**config.mk**
```make
export PLATFORM = sky130hd
export DESIGN_NAME = fetch_stage
export DESIGN_NICKNAME = d
export VERILOG_FILES = /design/src/rtl/cpu_pkg.sv /design/src/rtl/fetch_perf_cnt.sv /design/src/rtl/fetch_stage.sv
export SDC_FILE = /design/constraint.sdc
export NUM_CORES = 1
export LEC_CHECK = 0
export BUFFER_PORTS_ARGS = -buffer_cell sky130_fd_sc_hd__buf_2
export CAP_MARGIN = 5
export CORE_ASPECT_RATIO = 1.25
export CORE_MARGIN = 3
export CORE_UTILIZATION = 49
export CTS_CLUSTER_SIZE = 30
export DETAILED_ROUTE_END_ITERATION = 10
export GPL_TIMING_DRIVEN = 0
export PLACE_DENSITY_LB_ADDON = 0.12
export SLEW_MARGIN = 10
export SYNTH_ARGS = -nofsm -noshare
export SYNTH_HDL_FRONTEND = slang
export SYNTH_HIERARCHICAL = 1
export SYNTH_SLANG_ARGS = --single-unit
export TNS_END_PERCENT = 50
```
**constraint.sdc**
```tcl
create_clock -name clk -period 1.91 [get_ports clk]
set_input_delay 0.2865 -clock clk [delete_from_list [all_inputs] [get_ports clk]]
set_output_delay 0.2865 -clock clk [all_outputs]
set_load 0.02 [all_outputs]
```
**src/rtl/cpu_pkg.sv**
```systemverilog
// Shared CPU definitions: fetch FSM encoding, NOP encoding and PC stepping.
package cpu_pkg;

   // ADDI x0, x0, 0: canonical RISC-V NOP fed to IF/ID when no instruction is valid
   localparam logic [31:0] NOP_INSTR = 32'h0000_0013;

   // Sequential fetch increment, one 32-bit instruction word
   localparam logic [31:0] PC_STEP = 32'd4;

   typedef enum logic [1:0] {
      S_ISSUE,
      S_WAIT,
      S_HOLD
   } fetch_state_t;

   // Force a PC onto a word boundary
   function automatic logic [31:0] align_pc(input logic [31:0] pc);
      return {pc[31:2], 2'b00};
   endfunction

endpackage

```
**src/rtl/fetch_perf_cnt.sv**
```systemverilog
// Fetch performance counters: consumed instructions and memory wait cycles.
// Only instantiated when FETCH_PERF_EN is defined.
module fetch_perf_cnt (
   input  logic        clk,
   input  logic        rst_n,
   input  logic        fetch_inc,
   input  logic        wait_inc,
   output logic [31:0] perf_fetch_cnt,
   output logic [31:0] perf_wait_cnt
);

   logic [31:0] fetch_cnt_q;
   logic [31:0] wait_cnt_q;

   // Free-running wrapping event counters, cleared by synchronous reset
   always_ff @(posedge clk) begin
      if (!rst_n) begin
         fetch_cnt_q <= '0;
         wait_cnt_q  <= '0;
      end else begin
         if (fetch_inc) begin
            fetch_cnt_q <= fetch_cnt_q + 32'd1;
         end
         if (wait_inc) begin
            wait_cnt_q <= wait_cnt_q + 32'd1;
         end
      end
   end

   assign perf_fetch_cnt = fetch_cnt_q;
   assign perf_wait_cnt  = wait_cnt_q;

endmodule

```
**src/rtl/fetch_stage.sv**
```systemverilog
// Instruction fetch stage feeding the IF/ID register.
// Owns the PC, keeps at most one instruction-memory request outstanding, absorbs
// stalls and branch/jump redirects, and presents a NOP whenever no valid
// instruction is available.
// Optional: define FETCH_PERF_EN to add perf_fetch_cnt / perf_wait_cnt outputs.
module fetch_stage
   import cpu_pkg::*;
#(
   parameter logic [31:0] RESET_PC = 32'h0000_0000
) (
   input  logic        clk,
   input  logic        rst_n,
   input  logic        stall,
   input  logic        redirect_valid,
   input  logic [31:0] redirect_pc,
   output logic        imem_req,
   output logic [31:0] imem_addr,
   input  logic        imem_rvalid,
   input  logic [31:0] imem_rdata,
`ifdef FETCH_PERF_EN
   output logic [31:0] perf_fetch_cnt,
   output logic [31:0] perf_wait_cnt,
`endif
   output logic [31:0] instruction_IF,
   output logic [31:0] pc_out,
   output logic        fetch_valid
);

   fetch_state_t state_q;
   logic [31:0]  pc_q;
   logic         drop_q;
   logic [31:0]  instr_q;
   logic [31:0]  pc_out_q;
   logic         valid_q;

   // Consuming the held instruction and issuing the next request share one cycle
   logic         consume;

   assign consume = (state_q == S_HOLD) && !stall;

   // Request is combinational so a held instruction can be replaced back-to-back;
   // reset and redirect both block it so no request leaves with a stale PC
   always_comb begin
      imem_req = 1'b0;
      if (rst_n && !redirect_valid) begin
         imem_req = (state_q == S_ISSUE) || consume;
      end
   end

   assign imem_addr = pc_q;

   // Fetch FSM with registered IF/ID-facing outputs; redirect outranks everything
   always_ff @(posedge clk) begin
      if (!rst_n) begin
         state_q  <= S_ISSUE;
         pc_q     <= align_pc(RESET_PC);
         drop_q   <= 1'b0;
         instr_q  <= NOP_INSTR;
         pc_out_q <= '0;
         valid_q  <= 1'b0;
      end else if (redirect_valid) begin
         pc_q    <= align_pc(redirect_pc);
         instr_q <= NOP_INSTR;
         valid_q <= 1'b0;
         if ((state_q == S_WAIT) && !imem_rvalid) begin
            // Response to the old path is still in flight; swallow it when it lands
            drop_q  <= 1'b1;
            state_q <= S_WAIT;
         end else begin
            drop_q  <= 1'b0;
            state_q <= S_ISSUE;
         end
      end else begin
         unique case (state_q)
            S_ISSUE: begin
               state_q <= S_WAIT;
            end
            S_WAIT: begin
               if (imem_rvalid) begin
                  if (drop_q) begin
                     drop_q  <= 1'b0;
                     state_q <= S_ISSUE;
                  end else begin
                     instr_q  <= imem_rdata;
                     pc_out_q <= pc_q;
                     valid_q  <= 1'b1;
                     pc_q     <= pc_q + PC_STEP;
                     state_q  <= S_HOLD;
                  end
               end
            end
            S_HOLD: begin
               if (!stall) begin
                  instr_q <= NOP_INSTR;
                  valid_q <= 1'b0;
                  state_q <= S_WAIT;
               end
            end
            default: begin
               state_q <= S_ISSUE;
            end
         endcase
      end
   end

   assign instruction_IF = instr_q;
   assign pc_out         = pc_out_q;
   assign fetch_valid    = valid_q;

`ifdef FETCH_PERF_EN
   logic fetch_inc;
   logic wait_inc;

   assign fetch_inc = consume && !redirect_valid;
   assign wait_inc  = (state_q == S_WAIT) && !imem_rvalid;

   fetch_perf_cnt u_perf (
      .clk            (clk),
      .rst_n          (rst_n),
      .fetch_inc      (fetch_inc),
      .wait_inc       (wait_inc),
      .perf_fetch_cnt (perf_fetch_cnt),
      .perf_wait_cnt  (perf_wait_cnt)
   );
`endif

endmodule

```
# Word level (Yosys, flattened, before mapping)
# Index checks and enable logic that the tools add are counted.
# Widths: inputs -> output; s select.
[totals]
word_cells = 60
inputBits = 69
register_bits = 100
output_inout_bits = 98
[classes]
n_reduce_logical = 18
n_mux = 23
n_eq_ne = 8
add_sub_neg = 1
bitwise_logic = 3
[op_table]
columns = ["cell", "count"]
rows = [
  ["$mux 32", 7],
  ["$pmux 32 s2", 1],
  ["$add 32x3->32 const B", 1],
  ["$mux 1", 9],
  ["$mux 2", 4],
  ["$ne 2x2->1 const B", 4],
  ["$reduce_and 4->1", 2],
  ["$ne 3x3->1 const B", 2],
  ["$pmux 2 s3", 1],
  ["$reduce_and 3->1", 2],
  ["$reduce_bool 2->1", 3],
  ["$reduce_and 2->1", 2],
  ["$logic_and 1x1->1", 3],
  ["$logic_not 1->1", 3],
  ["$not 1->1", 3],
  ["$eq 2x1->1 const B", 1],
  ["$eq 2x2->1 const B", 1],
  ["$logic_not 2->1", 1],
  ["$pmux 1 s2", 1],
  ["$reduce_or 2->1", 1],
  ["$logic_or 1x1->1", 1],
]

# Depth between registers and ports, before layout
[depth]
ltp_word = 5
ltp_mapped = 7
mapped_depth_nobuf = 4

# Worst setup path after synthesis
# No wires, ideal clock.
[synth_timing]
path_kind = "register to register"
startpoint = "register pc_q[16] (netlist: imem_addr[16])"
endpoint = "register pc_q[31] (netlist: imem_addr[31])"
n_path_buf = 1
setup_time_ns = 0.116
synth_period_minus_slack_ns = 1.777
required_ns = 1.794
arrival_ns = 1.662
path_stages_with_launch = 6
path_slack_ns = 0.133
cell_sequence = "dfxtp_1 -> and3_1 -> buf_2 -> nand4_1 -> or4_1 -> and3_1"
[synth_via]
elab_chain_cells = 5
[synth_rtl]
columns = ["item", "line", "source"]
rows = [
  ["start: declaration", "fetch_stage.sv:30", "logic [31:0] pc_q;"],
  ["start signal: assignment", "fetch_stage.sv:56", "pc_q <= align_pc(RESET_PC);"],
  ["start signal: assignment", "fetch_stage.sv:62", "pc_q <= align_pc(redirect_pc);"],
  ["start signal: assignment", "fetch_stage.sv:87", "pc_q <= pc_q + PC_STEP;"],
  ["$add 32x3->32", "fetch_stage.sv:87", ""],
  ["$mux 32", "fetch_stage.sv:80", "if (drop_q) begin"],
  ["$mux 32", "fetch_stage.sv:79", "if (imem_rvalid) begin"],
  ["$mux 32", "fetch_stage.sv:74", "unique case (state_q)"],
  ["$mux 32", "fetch_stage.sv:61", "end else if (redirect_valid) begin"],
]
# Every way passes these cells. The select of a mux whose other input is x is not followed.
# A chain may end at the register's enable or synchronous reset.

# Worst setup path in the final report
[layout_timing]
startpoint = "register pc_q[16] (netlist: imem_addr[16])"
endpoint = "register pc_q[27] (netlist: imem_addr[27])"
# Same word-level chain as after synthesis.

==> results.toml <==
[global_route]
antenna_found_initial = 0
track_usage = 0.252
grt_max_degree = 16
grt_overflow = 0
grt_pass1_vias = 4073
grt_first_pass_wirelength_um = 19200

[setup_path]
path_max_fanout = 8
path_buf_inv = 2
cp-start-kind = "flop"
max_stage_delay_ns = 0.46
path_cells = "and3_1, buf_2, nand4_1, buf_4, or4_1, nand3_1"
worst_path_max_delay_cell = "or4_1"
cp-end-kind = "flop"
cp_data_required_time_ns = 2.23
cp_data_arrival_time_ns = 2.15
path_class = "reg -> reg"
crit_family = "simple AND/OR/NAND/NOR gates"

[timing]
fmax_mhz = 544
finalSetupViolCount = 0
final.min_clock_period_ns = 1.84
period_share = 0.962
slew_violations = 0
tns_ns = 0
hold_viol = 0
relSlewSlack = 0.625
worst_pin_slew_ns = 0.563
finClkSkew_ns = 0.00486

[detailed_routing]
vias = 4304
drt_iter0_markers = 296
postRouteAntennaNets = 0
wl_per_cell_um = 15.9
drc_errors = 0
wirelength_um = 12200
viasPerCell = 5.58
dr.pass1.iters = 6

[yosys]
syn_inst = 498
synth_area_mm2 = 0.00421
ys_seq_elements = 96
synthDistinctLibCells = 50
synth-seq-area-share = 0.456
dominantRegCellSynth = "dfxtp_1"
syn_area_per_cell_um2 = 8.46
async_reset_ff_frac = 0
synth-edff-count = 0
synth_warnings = 6

[floorplan]
dieArea_mm2 = 0.00975
initial_core_util = 0.508
core_mm2 = 0.00829
die_h_um = 110
fp-row-count = 37
io_pins = 167
die_x_um = 88.9

[cells_and_area]
num_antenna_cells = 0
final_cell_mix = "buf_2 (163), dfxtp_1 (89), nand2_1 (81)"
layout-drive-gt1-share = 0.307
fin_util = 0.653
syn2layout_area_growth_pct = 28.5
layout.nets = 740
final_common_cell = "buf_2"
n_fill_cell = 755
stdcell_area_mm2 = 0.00541

[placed_design]
port-buffer-count = 159
placed_area_mm2 = 0.00514
routabilityCongestion = 0.874
dp_hpwl_um = 8930

[cts]
root_buffer = "clkbuf_8"
clock_path_buffers = 2
cts.sink_count = 96
clk_latency_ns = 0.37
clk_pin_slew_ns = 0.09
holdBufCountCts = 0
cts_tree = "done"
cts_made_buffers = 9
cts_max_level = 3

[flow_run]
maxCapViolations = 0

[min_path]
hold_path_class = "in -> reg"

[outcome]
outcome = "finished clean"

[power]
power_leakage_nw = 2.36
power.density_mw_per_mm2 = 796
power_w = 0.00431
ir_drop_mv = 0.568
## final cells by class
cell class              instances  area [µm²]  area share
well taps                      97         121      0.0224
plain buffers                  43         213      0.0393
clock buffers                  11         141      0.0261
multi-input cells             358        2090       0.387
clock inverters                 5         104      0.0192
flip-flops and latches         96        1930       0.357
repair buffers                160         803       0.148
inverters                       2        7.51     0.00139
## flip-flops by register name (all words and copies together) (netlist names)
signal	cells
pc_out	30
drop_q	1
imem_addr	30
fetch_valid	1
state_q	2
instruction_IF	32
## where the power goes
| part | switching (W) | internal [W] |
|---|---|---|
| logic | 0.000313 | 0.000211 |
| clock network | 0.000719 | 0.000906 |
| registers | 0.0000894 | 0.00207 |
| total | 0.00112 | 0.00319 |
## path summary, 6_finish.rpt
kind	to	cells after the start	slack, ns	startpoint
max reg2reg	imem_addr[27]$_SDFFE_PN0P_	6	0.07	imem_addr[16]$_SDFFE_PN0P_
min	imem_addr[2]$_SDFFE_PN0P_	2	0.13	redirect_pc[2]
min reg2reg	pc_out[14]$_SDFFE_PN0P_	2	0.45	pc_out[14]$_SDFFE_PN0P_
max	imem_addr[27]$_SDFFE_PN0P_	6	0.07	imem_addr[16]$_SDFFE_PN0P_
## worst register-to-register path, stage by stage, from the launching register on
cell     delay [ns]
dfxtp_2        0.43
and3_1         0.17
buf_2          0.16
nand4_1        0.24
buf_4          0.24
or4_1          0.46
nand3_1        0.09
## per-stage QoR
stage	instances	hold slack [ns]	setup WS, ns
final	772	0.132	0.0725
after global routing	772	0.139	-0.00463
after CTS	772	0.123	0.0167
after detailed placement	757	0.443	-0.0713
after global placement	757	0.437	-0.0731
after floorplan	501	0.424	0.133
## cells by family after synthesis
logic type,share of synthesized area
compound gates,0.224
other cells,0.000890
flops,0.456
buf+inv,0.0514
simple gates,0.245
mux,0.00238
xor+xnor,0.0166
fa+ha+maj,0.00297
## repair_timing
item / CTS / global route
pin swaps: 2 / 0
gates resized for setup: 3 / 19
setup buffers: 0 / 1
endpoints found under the setup margin: 4 / 57
## synthesized netlist by cell type (4+ instances only)
cell	instances	share of area
or3_1	6	0.0089
a21boi_1	5	0.0089
o31ai_1	5	0.0089
clkbuf_1	29	0.026
nor2_1	39	0.035
o21ai_0	30	0.036
nand3_1	15	0.018
buf_4	5	0.0089
dfxtp_1	96	0.46
and4_1	4	0.0083
nand4_1	11	0.016
or4_1	8	0.014
nand2_1	81	0.072
and2_1	5	0.0074
o211a_1	5	0.012
a31oi_1	11	0.016
a22oi_1	29	0.052
a32oi_1	5	0.010
a21boi_0	26	0.046
a21oi_1	7	0.0083
xnor2_1	4	0.0083
a211oi_1	4	0.0071
nand2b_1	6	0.0089
buf_1	4	0.0036
and3_1	14	0.021
xor2_1	4	0.0083
buf_2	5	0.0059
## per-layer routing
layer  global-route usage  routed length, µm  part of all wire
met5                    0                  0                 0
met4                0.103                256             0.021
met3               0.0435                941             0.077
met2                0.430               5960              0.49
met1                0.310               5080              0.42
Power figures use the tool's default switching activity.
